File: config.mk
export PLATFORM = sky130hd
export DESIGN_NAME = v_elem_sequencer_flat
export DESIGN_NICKNAME = d
export VERILOG_FILES = /design/src/rtl/v_seq_pkg.sv /design/src/rtl/v_elem_sequencer_if.sv /design/src/rtl/v_elem_alu.sv /design/src/rtl/v_elem_sequencer.sv /design/src/flat_wrapper.sv
export SDC_FILE = /design/constraint.sdc
export NUM_CORES = 1
export LEC_CHECK = 0
export ABC_AREA = 1
export CORE_ASPECT_RATIO = 1.25
export CORE_MARGIN = 1.5
export CORE_UTILIZATION = 46
export CTS_BUF_LIST = sky130_fd_sc_hd__clkbuf_8 sky130_fd_sc_hd__clkbuf_16
export CTS_CLUSTER_SIZE = 14
export DETAILED_ROUTE_END_ITERATION = 7
export GPL_TIMING_DRIVEN = 1
export PLACE_DENSITY = 0.74
export SLEW_MARGIN = 20
export SYNTH_ARGS = -nofsm -noshare
export SYNTH_HDL_FRONTEND = slang
export SYNTH_SLANG_ARGS = --single-unit
File: constraint.sdc
create_clock -name clk -period 11.65 [get_ports clk]
set_clock_uncertainty 0.15 [all_clocks]
set_input_delay 2.33 -clock clk [delete_from_list [all_inputs] [get_ports clk]]
set_output_delay 2.33 -clock clk [all_outputs]
set_load 0.02 [all_outputs]
File: src/rtl/v_seq_pkg.sv
// Shared constants, op encodings and FSM states for the element-serial vector sequencer.
// Decode, sequencer and register file all size their buses from these values.
package v_seq_pkg;
  localparam int NUM_ELEM = 10;
  localparam int XLEN     = 32;
  localparam int VL_W     = 4;
  localparam int REG_W    = 5;
  localparam int IDX_W    = 5;

  localparam logic [2:0] OP_ADD = 3'd0;
  localparam logic [2:0] OP_SUB = 3'd1;
  localparam logic [2:0] OP_AND = 3'd2;
  localparam logic [2:0] OP_OR  = 3'd3;
  localparam logic [2:0] OP_XOR = 3'd4;
  localparam logic [2:0] OP_MV  = 3'd5;

  typedef enum logic [1:0] {
    S_IDLE  = 2'd0,
    S_READ  = 2'd1,
    S_WRITE = 2'd2,
    S_DONE  = 2'd3
  } state_e;

  function automatic logic [VL_W-1:0] clamp_vl(input logic [VL_W-1:0] vl);
    return (vl > VL_W'(NUM_ELEM)) ? VL_W'(NUM_ELEM) : vl;
  endfunction
endpackage

File: src/rtl/v_elem_sequencer_if.sv
// Instruction handshake plus register-file port of the vector sequencer.
// master = sequencer side, slave = decode/register-file side.
interface v_elem_sequencer_if;
  logic                               start_valid;
  logic                               start_ready;
  logic [2:0]                         op;
  logic [v_seq_pkg::REG_W-1:0]        vd;
  logic [v_seq_pkg::REG_W-1:0]        vs1;
  logic [v_seq_pkg::REG_W-1:0]        vs2;
  logic [v_seq_pkg::VL_W-1:0]         vl;
  logic [v_seq_pkg::REG_W-1:0]        rf_vd;
  logic [v_seq_pkg::REG_W-1:0]        rf_vs1;
  logic [v_seq_pkg::REG_W-1:0]        rf_vs2;
  logic [v_seq_pkg::IDX_W-1:0]        rf_ele_index;
  logic                               rf_vreg_w;
  logic [v_seq_pkg::XLEN-1:0]         rf_vw_data;
  logic [v_seq_pkg::XLEN-1:0]         rf_vs1_data;
  logic [v_seq_pkg::XLEN-1:0]         rf_vs2_data;
  logic                               busy;
  logic                               done;

  modport master (
    input  start_valid, op, vd, vs1, vs2, vl, rf_vs1_data, rf_vs2_data,
    output start_ready, rf_vd, rf_vs1, rf_vs2, rf_ele_index, rf_vreg_w, rf_vw_data, busy, done
  );

  modport slave (
    output start_valid, op, vd, vs1, vs2, vl, rf_vs1_data, rf_vs2_data,
    input  start_ready, rf_vd, rf_vs1, rf_vs2, rf_ele_index, rf_vreg_w, rf_vw_data, busy, done
  );
endinterface

File: src/rtl/v_elem_alu.sv
// Combinational lane ALU, wraparound arithmetic, no flags.
// Reserved ops produce zero and deassert wr_en so the sequence runs without writing.
module v_elem_alu
  import v_seq_pkg::*;
(
  input  logic [2:0]      op,
  input  logic [XLEN-1:0] a,
  input  logic [XLEN-1:0] b,
  output logic [XLEN-1:0] y,
  output logic            wr_en
);
  always_comb begin
    y     = '0;
    wr_en = 1'b1;
    case (op)
      OP_ADD:  y = a + b;
      OP_SUB:  y = a - b;
      OP_AND:  y = a & b;
      OP_OR:   y = a | b;
      OP_XOR:  y = a ^ b;
      OP_MV:   y = a;
      default: wr_en = 1'b0;
    endcase
  end
endmodule

File: src/rtl/v_elem_sequencer.sv
// Walks vector elements 0..vl-1 as READ/WRITE pairs (2 cycles/element, done at 2*vl+1 after accept).
// Accepts only in IDLE; start_valid is ignored while busy, nothing is buffered.
module v_elem_sequencer
  import v_seq_pkg::*;
(
  input  logic               clk,
  input  logic               rst,
  v_elem_sequencer_if.master sif
);
  state_e             state_q, state_d;
  logic [IDX_W-1:0]   idx_q, idx_d;
  logic [2:0]         op_q, op_d;
  logic [REG_W-1:0]   vd_q, vd_d, vs1_q, vs1_d, vs2_q, vs2_d;
  logic [VL_W-1:0]    vl_q, vl_d;
  logic [VL_W-1:0]    vl_clamped;
  logic               accept;
  logic               last_elem;
  logic               busy;
  logic               in_write;
  logic [XLEN-1:0]    alu_y;
  logic               alu_wr_en;

  assign vl_clamped = clamp_vl(sif.vl);
  assign accept     = sif.start_valid & sif.start_ready;
  assign last_elem  = (idx_q == (IDX_W'(vl_q) - IDX_W'(1)));

  always_comb begin
    state_d = state_q;
    idx_d   = idx_q;
    op_d    = op_q;
    vd_d    = vd_q;
    vs1_d   = vs1_q;
    vs2_d   = vs2_q;
    vl_d    = vl_q;
    case (state_q)
      S_IDLE: begin
        if (accept) begin
          op_d    = sif.op;
          vd_d    = sif.vd;
          vs1_d   = sif.vs1;
          vs2_d   = sif.vs2;
          vl_d    = vl_clamped;
          idx_d   = '0;
          state_d = (vl_clamped == '0) ? S_DONE : S_READ;
        end
      end
      S_READ:  state_d = S_WRITE;
      S_WRITE: begin
        if (last_elem) begin
          idx_d   = '0;
          state_d = S_DONE;
        end else begin
          idx_d   = idx_q + IDX_W'(1);
          state_d = S_READ;
        end
      end
      S_DONE:  state_d = S_IDLE;
      default: state_d = S_IDLE;
    endcase
  end

  always_ff @(posedge clk) begin
    if (rst) begin
      state_q <= S_IDLE;
      idx_q   <= '0;
      op_q    <= '0;
      vd_q    <= '0;
      vs1_q   <= '0;
      vs2_q   <= '0;
      vl_q    <= '0;
    end else begin
      state_q <= state_d;
      idx_q   <= idx_d;
      op_q    <= op_d;
      vd_q    <= vd_d;
      vs1_q   <= vs1_d;
      vs2_q   <= vs2_d;
      vl_q    <= vl_d;
    end
  end

  v_elem_alu u_alu (
    .op    (op_q),
    .a     (sif.rf_vs1_data),
    .b     (sif.rf_vs2_data),
    .y     (alu_y),
    .wr_en (alu_wr_en)
  );

  // Register numbers are gated so the file sees zeros whenever no instruction is in flight.
  assign busy             = (state_q != S_IDLE);
  assign in_write         = (state_q == S_WRITE);
  assign sif.busy         = busy;
  assign sif.done         = (state_q == S_DONE);
  assign sif.start_ready  = (state_q == S_IDLE) & ~rst;
  assign sif.rf_vd        = busy ? vd_q  : '0;
  assign sif.rf_vs1       = busy ? vs1_q : '0;
  assign sif.rf_vs2       = busy ? vs2_q : '0;
  assign sif.rf_ele_index = idx_q;
  assign sif.rf_vreg_w    = in_write & alu_wr_en;
  assign sif.rf_vw_data   = in_write ? alu_y : '0;
endmodule
File: src/flat_wrapper.sv
// flat-port wrapper written by rule: the top's interface ports become plain ports
module v_elem_sequencer_flat import v_seq_pkg::*;
  (clk, rst, sif_start_valid, sif_op, sif_vd, sif_vs1, sif_vs2, sif_vl, sif_rf_vs1_data, sif_rf_vs2_data, sif_start_ready, sif_rf_vd, sif_rf_vs1, sif_rf_vs2, sif_rf_ele_index, sif_rf_vreg_w, sif_rf_vw_data, sif_busy, sif_done);
  v_elem_sequencer_if sif_i ();
  input  logic clk;
  input  logic rst;
  input wire logic [$bits(sif_i.start_valid)-1:0] sif_start_valid;
  input wire logic [$bits(sif_i.op)-1:0] sif_op;
  input wire logic [$bits(sif_i.vd)-1:0] sif_vd;
  input wire logic [$bits(sif_i.vs1)-1:0] sif_vs1;
  input wire logic [$bits(sif_i.vs2)-1:0] sif_vs2;
  input wire logic [$bits(sif_i.vl)-1:0] sif_vl;
  input wire logic [$bits(sif_i.rf_vs1_data)-1:0] sif_rf_vs1_data;
  input wire logic [$bits(sif_i.rf_vs2_data)-1:0] sif_rf_vs2_data;
  output wire logic [$bits(sif_i.start_ready)-1:0] sif_start_ready;
  output wire logic [$bits(sif_i.rf_vd)-1:0] sif_rf_vd;
  output wire logic [$bits(sif_i.rf_vs1)-1:0] sif_rf_vs1;
  output wire logic [$bits(sif_i.rf_vs2)-1:0] sif_rf_vs2;
  output wire logic [$bits(sif_i.rf_ele_index)-1:0] sif_rf_ele_index;
  output wire logic [$bits(sif_i.rf_vreg_w)-1:0] sif_rf_vreg_w;
  output wire logic [$bits(sif_i.rf_vw_data)-1:0] sif_rf_vw_data;
  output wire logic [$bits(sif_i.busy)-1:0] sif_busy;
  output wire logic [$bits(sif_i.done)-1:0] sif_done;
  assign sif_i.start_valid = sif_start_valid;
  assign sif_i.op = sif_op;
  assign sif_i.vd = sif_vd;
  assign sif_i.vs1 = sif_vs1;
  assign sif_i.vs2 = sif_vs2;
  assign sif_i.vl = sif_vl;
  assign sif_i.rf_vs1_data = sif_rf_vs1_data;
  assign sif_i.rf_vs2_data = sif_rf_vs2_data;
  assign sif_start_ready = sif_i.start_ready;
  assign sif_rf_vd = sif_i.rf_vd;
  assign sif_rf_vs1 = sif_i.rf_vs1;
  assign sif_rf_vs2 = sif_i.rf_vs2;
  assign sif_rf_ele_index = sif_i.rf_ele_index;
  assign sif_rf_vreg_w = sif_i.rf_vreg_w;
  assign sif_rf_vw_data = sif_i.rf_vw_data;
  assign sif_busy = sif_i.busy;
  assign sif_done = sif_i.done;
  v_elem_sequencer u_core (.clk(clk), .rst(rst), .sif(sif_i));
endmodule
==> run summary <==
Worst Tran Pin Value: 1010 ps
fraction of the mapped netlist area in compound gates: 18.7%
# IOs: 145
number of standard cells in the layout, taps in and fillers out: 1425
DRT Wirelength: 21300 um
final count of pins violating max slew: 0
stage delay of the slowest cell on the critical path: 620 ps
nets in the synthesized netlist: 1309
cell class contributing the biggest share of worst-path delay: buffers and inverters
power density over the cells: 74.8 mW/mm^2
Setup violations, final: 0
final global-route overflow total: 0
Final Cell Area: 0.00830 sq mm
detail-routed via count per cell: 5.33
P&R area growth vs syn: 26.0%
total placed cells including tap cells: 1417
starting DRC count in detailed routing: 511
final worst-path setup slack: 2850 ps
CTS Root Buffer Type: sky130_fd_sc_hd__clkbuf_16
Hold Slack: 302 ps
die extent in y: 137 um
global-route usage over all layers: 28.4%
count of buffers inserted at the top-level ports: 144
multiplexer share of the synthesized area: 0%
number of enable flip-flop cells after synthesis: 0
count of different cell masters after synthesis: 47
clock edge transition at the registers on the reported setup and hold paths: 50 ps
number of fillers in the final layout: 1411
Period minus WS final: 8800 ps
adder-cell area share of the yosys netlist: 18.9%
initial antenna violation count: 0
pin count of the biggest net entering global routing: 45
number of buffers between clock root and the deepest sink: 2
Post-Synth Simple-Gate Area: 34.4%
RSZ-0062 raised after global routing: no
max-cap viol count: 0
number of buffer and inverter instances along the worst setup path: 3
worst voltage drop across the vdd grid: 0.104 mV
number of global-route vias before repair: 6976
final clock period utilization by the worst path: 75.5%
Critical Path, Cell by Cell: clkdlybuf4s50_1 -> inv_1 -> ha_1 -> nand3_4 -> nor2_4 -> nand2_2 -> nor2_4 -> nand2_2 -> nor2_1 -> a21oi_1 -> xor2_1 -> ha_1 -> a21oi_1 -> nand2_1 -> o21bai_1 -> a21oi_1 -> nand2_1 -> nand2_1 -> nand3_1 -> a21oi_1 -> clkdlybuf4s50_1
number of clock sinks: 29
sequential group share of total power: 17.6%
routed wirelength normalized by instance count: 15.0 um
number of iterations in the first detailed-routing pass: 6
critical setup path kind: primary input to output port
class of the tightest hold or removal check: flop to flop
gate count of the mapped netlist: 1121
power share of the combinational group: 62.6%
type of destination of the critical path: output port
portion of synthesized cell area occupied by the leading cell type: 18.6%
num rows: 48
post-synthesis area per instance: 5.88 sq um
outcome: complete, no violations
leading cell types by total area after synthesis: sky130_fd_sc_hd__ha_1, sky130_fd_sc_hd__nand2_1, sky130_fd_sc_hd__inv_1, sky130_fd_sc_hd__dfxtp_1, sky130_fd_sc_hd__a21oi_1
share of total power consumed by net switching: 46.7%
combinational family with the most area after synthesis: simple AND/OR/NAND/NOR gates
register area share after synthesis: 8.81%
vias after detailed routing: 7596
total clock buffers created by CTS: 5
most common cell after layout, fill and taps aside: sky130_fd_sc_hd__nand2_1
XOR/XNOR Fraction of Synth Area: 4.92%
cell occurring most often along the worst timing path: sky130_fd_sc_hd__a21oi_1
number of cells upsized or downsized after cts: 0
starting density of the core: 47.5%
nature of the critical path startpoint: primary input
Lkg Pwr: 4.20 nW
Post-Route Utilization: 59.8%
maximum clock frequency: 114 MHz
flop and latch count out of synthesis: 29
first-pass GRT wire length: 33500 um
layout cell share with drive strength beyond 1: 6.72%
data arrival at the endpoint of the critical path: 6320 ps
CTS tree: done
highest-delay cell along the critical path: sky130_fd_sc_hd__clkdlybuf4s50_1
total cell area at the placement stage: 0.00816 sq mm
Max H-tree Level: 2
Worst-Skew Late Latency: 270 ps
drt drc: 0
total power after layout: 0.621 mW
diodes inserted: 0
r2r setup slk: 9740 ps
share of async-settable or async-resettable flops after synthesis: 0%
switching pwr: 0.290 mW
most used cells in the layout excluding fill and tap cells: sky130_fd_sc_hd__nand2_1, sky130_fd_sc_hd__inv_1, sky130_fd_sc_hd__clkdlybuf4s50_1, sky130_fd_sc_hd__nor2_1, sky130_fd_sc_hd__ha_1
dominant register cell in the synthesized netlist: sky130_fd_sc_hd__dfxtp_1
routability cong.: 1.01
placeable core region: 0.0139 sq mm
Post-DP HPWL: 17100 um
count of antenna-violating nets left after detailed routing: 0
total die area: 0.0151 sq mm
number of warning messages in the yosys log: 0
start point of the worst min-delay path: u_core.vs1_q[4]
launch instance of the worst register-to-register path: u_core.vl_q[0]
post-synth top area cell: sky130_fd_sc_hd__ha_1
Critical Path Fanout Max: 5
Post-Place Setup Slack: 2850 ps
post-synthesis instance area: 0.00659 sq mm
Setup Fix Bufs, Post-CTS: 0
relative slew slack: 32.8%
chip width: 110 um
net count reported at finish: 1437
Worst Setup SP: sif_rf_vs2_data[0]
count of endpoints failing hold in the final timing report: 0
Power Internal: 0.331 mW
required time of the critical path: 9170 ps
quantity of hold-fixing buffers added after cts: 0
setup_tns: 0 ps
portion of total power attributed to the clock network: 19.8%
[cells by family after synthesis]
logic type,after synthesis
compound gates,211
xor+xnor,37
fa+ha+maj,99
buf+inv,242
flops,29
simple gates,503
[synth_stat cells, types with 2 or more instances]
cell                         n
sky130_fd_sc_hd__nor2_4      4
sky130_fd_sc_hd__xnor2_1     4
sky130_fd_sc_hd__nand2_1   249
sky130_fd_sc_hd__o21ai_0    51
sky130_fd_sc_hd__or2_2       4
sky130_fd_sc_hd__buf_2      15
sky130_fd_sc_hd__o21a_1      2
sky130_fd_sc_hd__o21bai_1    4
sky130_fd_sc_hd__nand4_1     9
sky130_fd_sc_hd__a21o_1      2
sky130_fd_sc_hd__nand3_1    49
sky130_fd_sc_hd__a221oi_1   12
sky130_fd_sc_hd__xor2_1     33
sky130_fd_sc_hd__nand3_2     2
sky130_fd_sc_hd__dfxtp_1    29
sky130_fd_sc_hd__or2_0       2
sky130_fd_sc_hd__clkbuf_1   12
sky130_fd_sc_hd__o21ai_1     2
sky130_fd_sc_hd__o22ai_1     9
sky130_fd_sc_hd__o31ai_1     3
sky130_fd_sc_hd__ha_1       98
sky130_fd_sc_hd__nand2_2    27
sky130_fd_sc_hd__a211oi_1   20
sky130_fd_sc_hd__nor3_2      3
sky130_fd_sc_hd__nand2_4     2
sky130_fd_sc_hd__nor2_1    115
sky130_fd_sc_hd__nand3b_1   12
sky130_fd_sc_hd__nor4_1      2
sky130_fd_sc_hd__inv_2       9
sky130_fd_sc_hd__inv_1     204
sky130_fd_sc_hd__nor2_2     12
sky130_fd_sc_hd__a21oi_1    90
sky130_fd_sc_hd__a31oi_1    11
sky130_fd_sc_hd__nor3_1      6
[worst paths after layout]
kind | end | depth (start not counted)
hold / removal | u_core.vs1_q[4] | 2
setup reg to reg | u_core.sif.rf_ele_index[3] | 8
setup / recovery | sif_rf_vw_data[27] | 21
hold reg to reg | u_core.vs1_q[4] | 2
[registers in the layout, summed over array words and instances (netlist names)]
name                     flops
u_core.vs2_q                 5
u_core.sif.rf_ele_index      5
u_core.vd_q                  5
u_core.state_q               2
u_core.vl_q                  4
u_core.op_q                  3
u_core.vs1_q                 5
[layout make-up]
type | instances | area, sq um | area share [%]
clock buffers | 5 | 125 | 1.51
multi-input cells | 850 | 5070 | 61.1
well taps | 175 | 219 | 2.64
flip-flops and latches | 29 | 581 | 7.00
inverters | 213 | 800 | 9.63
clock inverters | 3 | 17.5 | 0.211
repair buffers | 150 | 1490 | 17.9
[power groups by stage]
stage	logic, mW	clock network [mW]	registers, mW
6_report	0.389	0.123	0.109
4_1_cts	0.385	0.126	0.109
2_1_floorplan	0.258	0	0.111
3_3_place_gp	0.380	0	0.111
5_1_grt	0.432	0.132	0.110
3_5_place_dp	0.383	0	0.111
[routing by layer]
layer  vias to the layer above  track usage [%]  wire length [um]
met4                         0             11.0               701
met5                         -                0                 0
met2                       282             48.3             10100
met1                      3410             35.6              8850
met3                        54             4.43              1710
li1                       3850                -                 -
[tightest hold or removal path: cells and delay by family (launching register included)]
kind	cells	cell delay (ps)
AO/OA/AOI/OAI	1	50
flip-flops	1	290
buffers and inverters	1	60
Note: power is estimated with default switching activity, not from simulation.
==> edit (same settings) <==
Remove the case item `OP_SUB` of the case on `op`.
--- a/src/rtl/v_elem_alu.sv
+++ b/src/rtl/v_elem_alu.sv
@@ -14,7 +14,6 @@
     wr_en = 1'b1;
     case (op)
       OP_ADD:  y = a + b;
-      OP_SUB:  y = a - b;
       OP_AND:  y = a & b;
       OP_OR:   y = a | b;
       OP_XOR:  y = a ^ b;
Check against the original RTL: not equivalent (a bounded check fails within 4 cycles, from zero or initial values and one cycle with rst high).
==> edit against the original RTL <==
Wire length shrank 17%. Largest power group unchanged. Sequential cell count is the same. Setup slack gained 1.1 ns. Register-to-register slack lost 0.37 ns. Core utilization grew 2.1 points. Count of clock-buffer cells in the layout grew 1. First-iteration DRC count shrank 28%. Total power shrank 16%. Synthesized cell count shrank 12%. Cell area shrank 13%. Synthesized area shrank 17%.
==> edit: results (changes against the original RTL) <==
** Status
- Status :: finished clean

** Finish
- The non-clock buffering overhead in the final layout is 20.5% (+2.6 points).
- Multi-input gates :: 700 (-18%)
- Number of clock buffer instances in the layout :: 6 (+1)
- Non-clock inverter total of the final layout :: 231 (+8.5%)
- Clock-cell share :: 2.40% (+0.68 points)
- The proportion of cell area occupied by registers was 8.07% (+1.1 points).
- The count of filler cells inserted in the layout came to 1168 (-17%).
- The total area of multi-input combinational cells came to 0.00389 mm^2 (-23%).
- Layout cells sized above 1 :: 4.93% (-1.8 points)
- Signal buffers :: 148 (-1.3%)

** Route
- The met3 wire length is 1.11 mm (-35%).
- The number of vias in the routed layout came to 6550 (-14%).
- The post-route met1 wirelength came to 7.29 mm (-18%).
- The detailed-routed wire length on met2 was 8.86 mm (-12%).
- Detailed-route vias per instance :: 5.13 (-3.8%)
- The first-pass iteration count of the detailed router came to 5 (-1).
- The initial DRC count is 368 (-28%).
- Post-detailed-route wirelength per cell :: 13.9 um (-7.2%)

** Yosys
- Post-Syn Instances :: 985 (-12%)
- The synthesized netlist net count was 1141 (-13%).
- By count the netlist is led by nand2_1 (257), inv_1 (223), nor2_1 (90), ha_1 (66), nand3_1 (65).
- Ranked by total cell area, the synthesized netlist is headed by nand2_1 (18%), inv_1 (15%), ha_1 (15%), dfxtp_1 (11%), nor2_1 (6.2%).
- The part of the Yosys area used for sequential elements is 10.6% (+1.8 points).

** Global routing
- Antenna violations before repair :: 0 (unchanged)
- The number of global-route vias before repair came to 6248 (-10%).
- The first-pass GRT wire length is 29.1 mm (-13%).
- Pin count of the biggest net entering global routing :: 40 (-11%)
- Met3 track demand over resource in global routing :: 4.47% (+0.043 points)
- The overall global routing resource usage was 28.3% (-0.091 points).
- Met2 routing resource usage after global routing :: 51.0% (+2.6 points)
- The met1 usage is 33.5% (-2.1 points).

** Critical path
- The endpoint arrival time on the critical path came to 5.25 ns (-1.07 ns).
- The top fanout value on the critical path was 4 (-1).
- Largest stage delay on the critical path :: 0.65 ns (+0.03 ns)

** Hold path
- Path category of the worst min-delay check :: flop to flop

** Placement
- Hpwl dp :: 14.1 mm (-18%)
- The number of placed instances with taps included is 1269 (-10%).
- The global placement routability congestion came to 0.978 (-3.2%).

** Clock tree
- The number of buffers inserted during clock tree synthesis is 5 (unchanged).
- Clock root buffer :: clkbuf_16

** Power
- Standby leakage power :: 3.77 nW (-10%)
- Maximum resistive drop on vdd :: 0.0000795 V (-23%)

** STA
- Worst-Margin Slew :: 1.01 ns (+0.00210 ns)
## edit: changes by cell type after synthesis, moves of 7 or more
cell | unedited run | this run
o21ai_0 | 51 | 11
ha_1 | 98 | 66
xor2_1 | 33 | 2
a21oi_1 | 90 | 61
o22ai_1 | 9 | 36
nor2_1 | 115 | 90
inv_1 | 204 | 223
nand3_1 | 49 | 65
nand2_2 | 27 | 12
nand3b_1 | 12 | 1
nand2_1 | 249 | 257
clkbuf_1 | 12 | 5
## edit: final timing paths
path                           start                         end  slack (ns)  depth (start not counted)
setup / recovery  sif_rf_vs1_data[0]          sif_rf_vw_data[26]        3.92                         14
hold / removal       u_core.vs1_q[3]             u_core.vs1_q[3]        0.31                          2
hold reg to reg      u_core.vs1_q[3]             u_core.vs1_q[3]        0.31                          2
setup reg to reg   u_core.state_q[1]  u_core.sif.rf_ele_index[0]        9.37                          8
## edit: power breakdown
group | internal, mW | leakage, nW | switching [mW]
combinational | 0.104 | 3.44 | 0.156
clock | 0.106 | 0.0883 | 0.0439
sequential | 0.105 | 0.238 | 0.00410
## edit: kinds of logic after synthesis
| family | after synthesis | share of synthesized area (%) |
|---|---|---|
| DFF | 29 | 10.6 |
| buffers and inverters | 256 | 18.5 |
| and+or+nand+nor | 471 | 36.8 |
| AOI/OAI and AO/OA | 158 | 18.1 |
| adders and majority gates | 67 | 15.4 |
| xor gates and xnor gates | 4 | 0.639 |
## edit: stage by stage
step                      total power [mW]  util, %  hold slack (ns)  cell area [um^2]  setup WS, ns
after floorplan                      0.281        -            0.290              5490          5.20
after global placement               0.367     60.4            0.304              7020          4.03
after detailed placement             0.368     60.4            0.302              7020          3.94
after CTS                            0.519     61.9            0.314              7190          3.94
after global routing                 0.559     61.9            0.328              7190          3.71
final                                0.519     61.9            0.313              7190          3.92
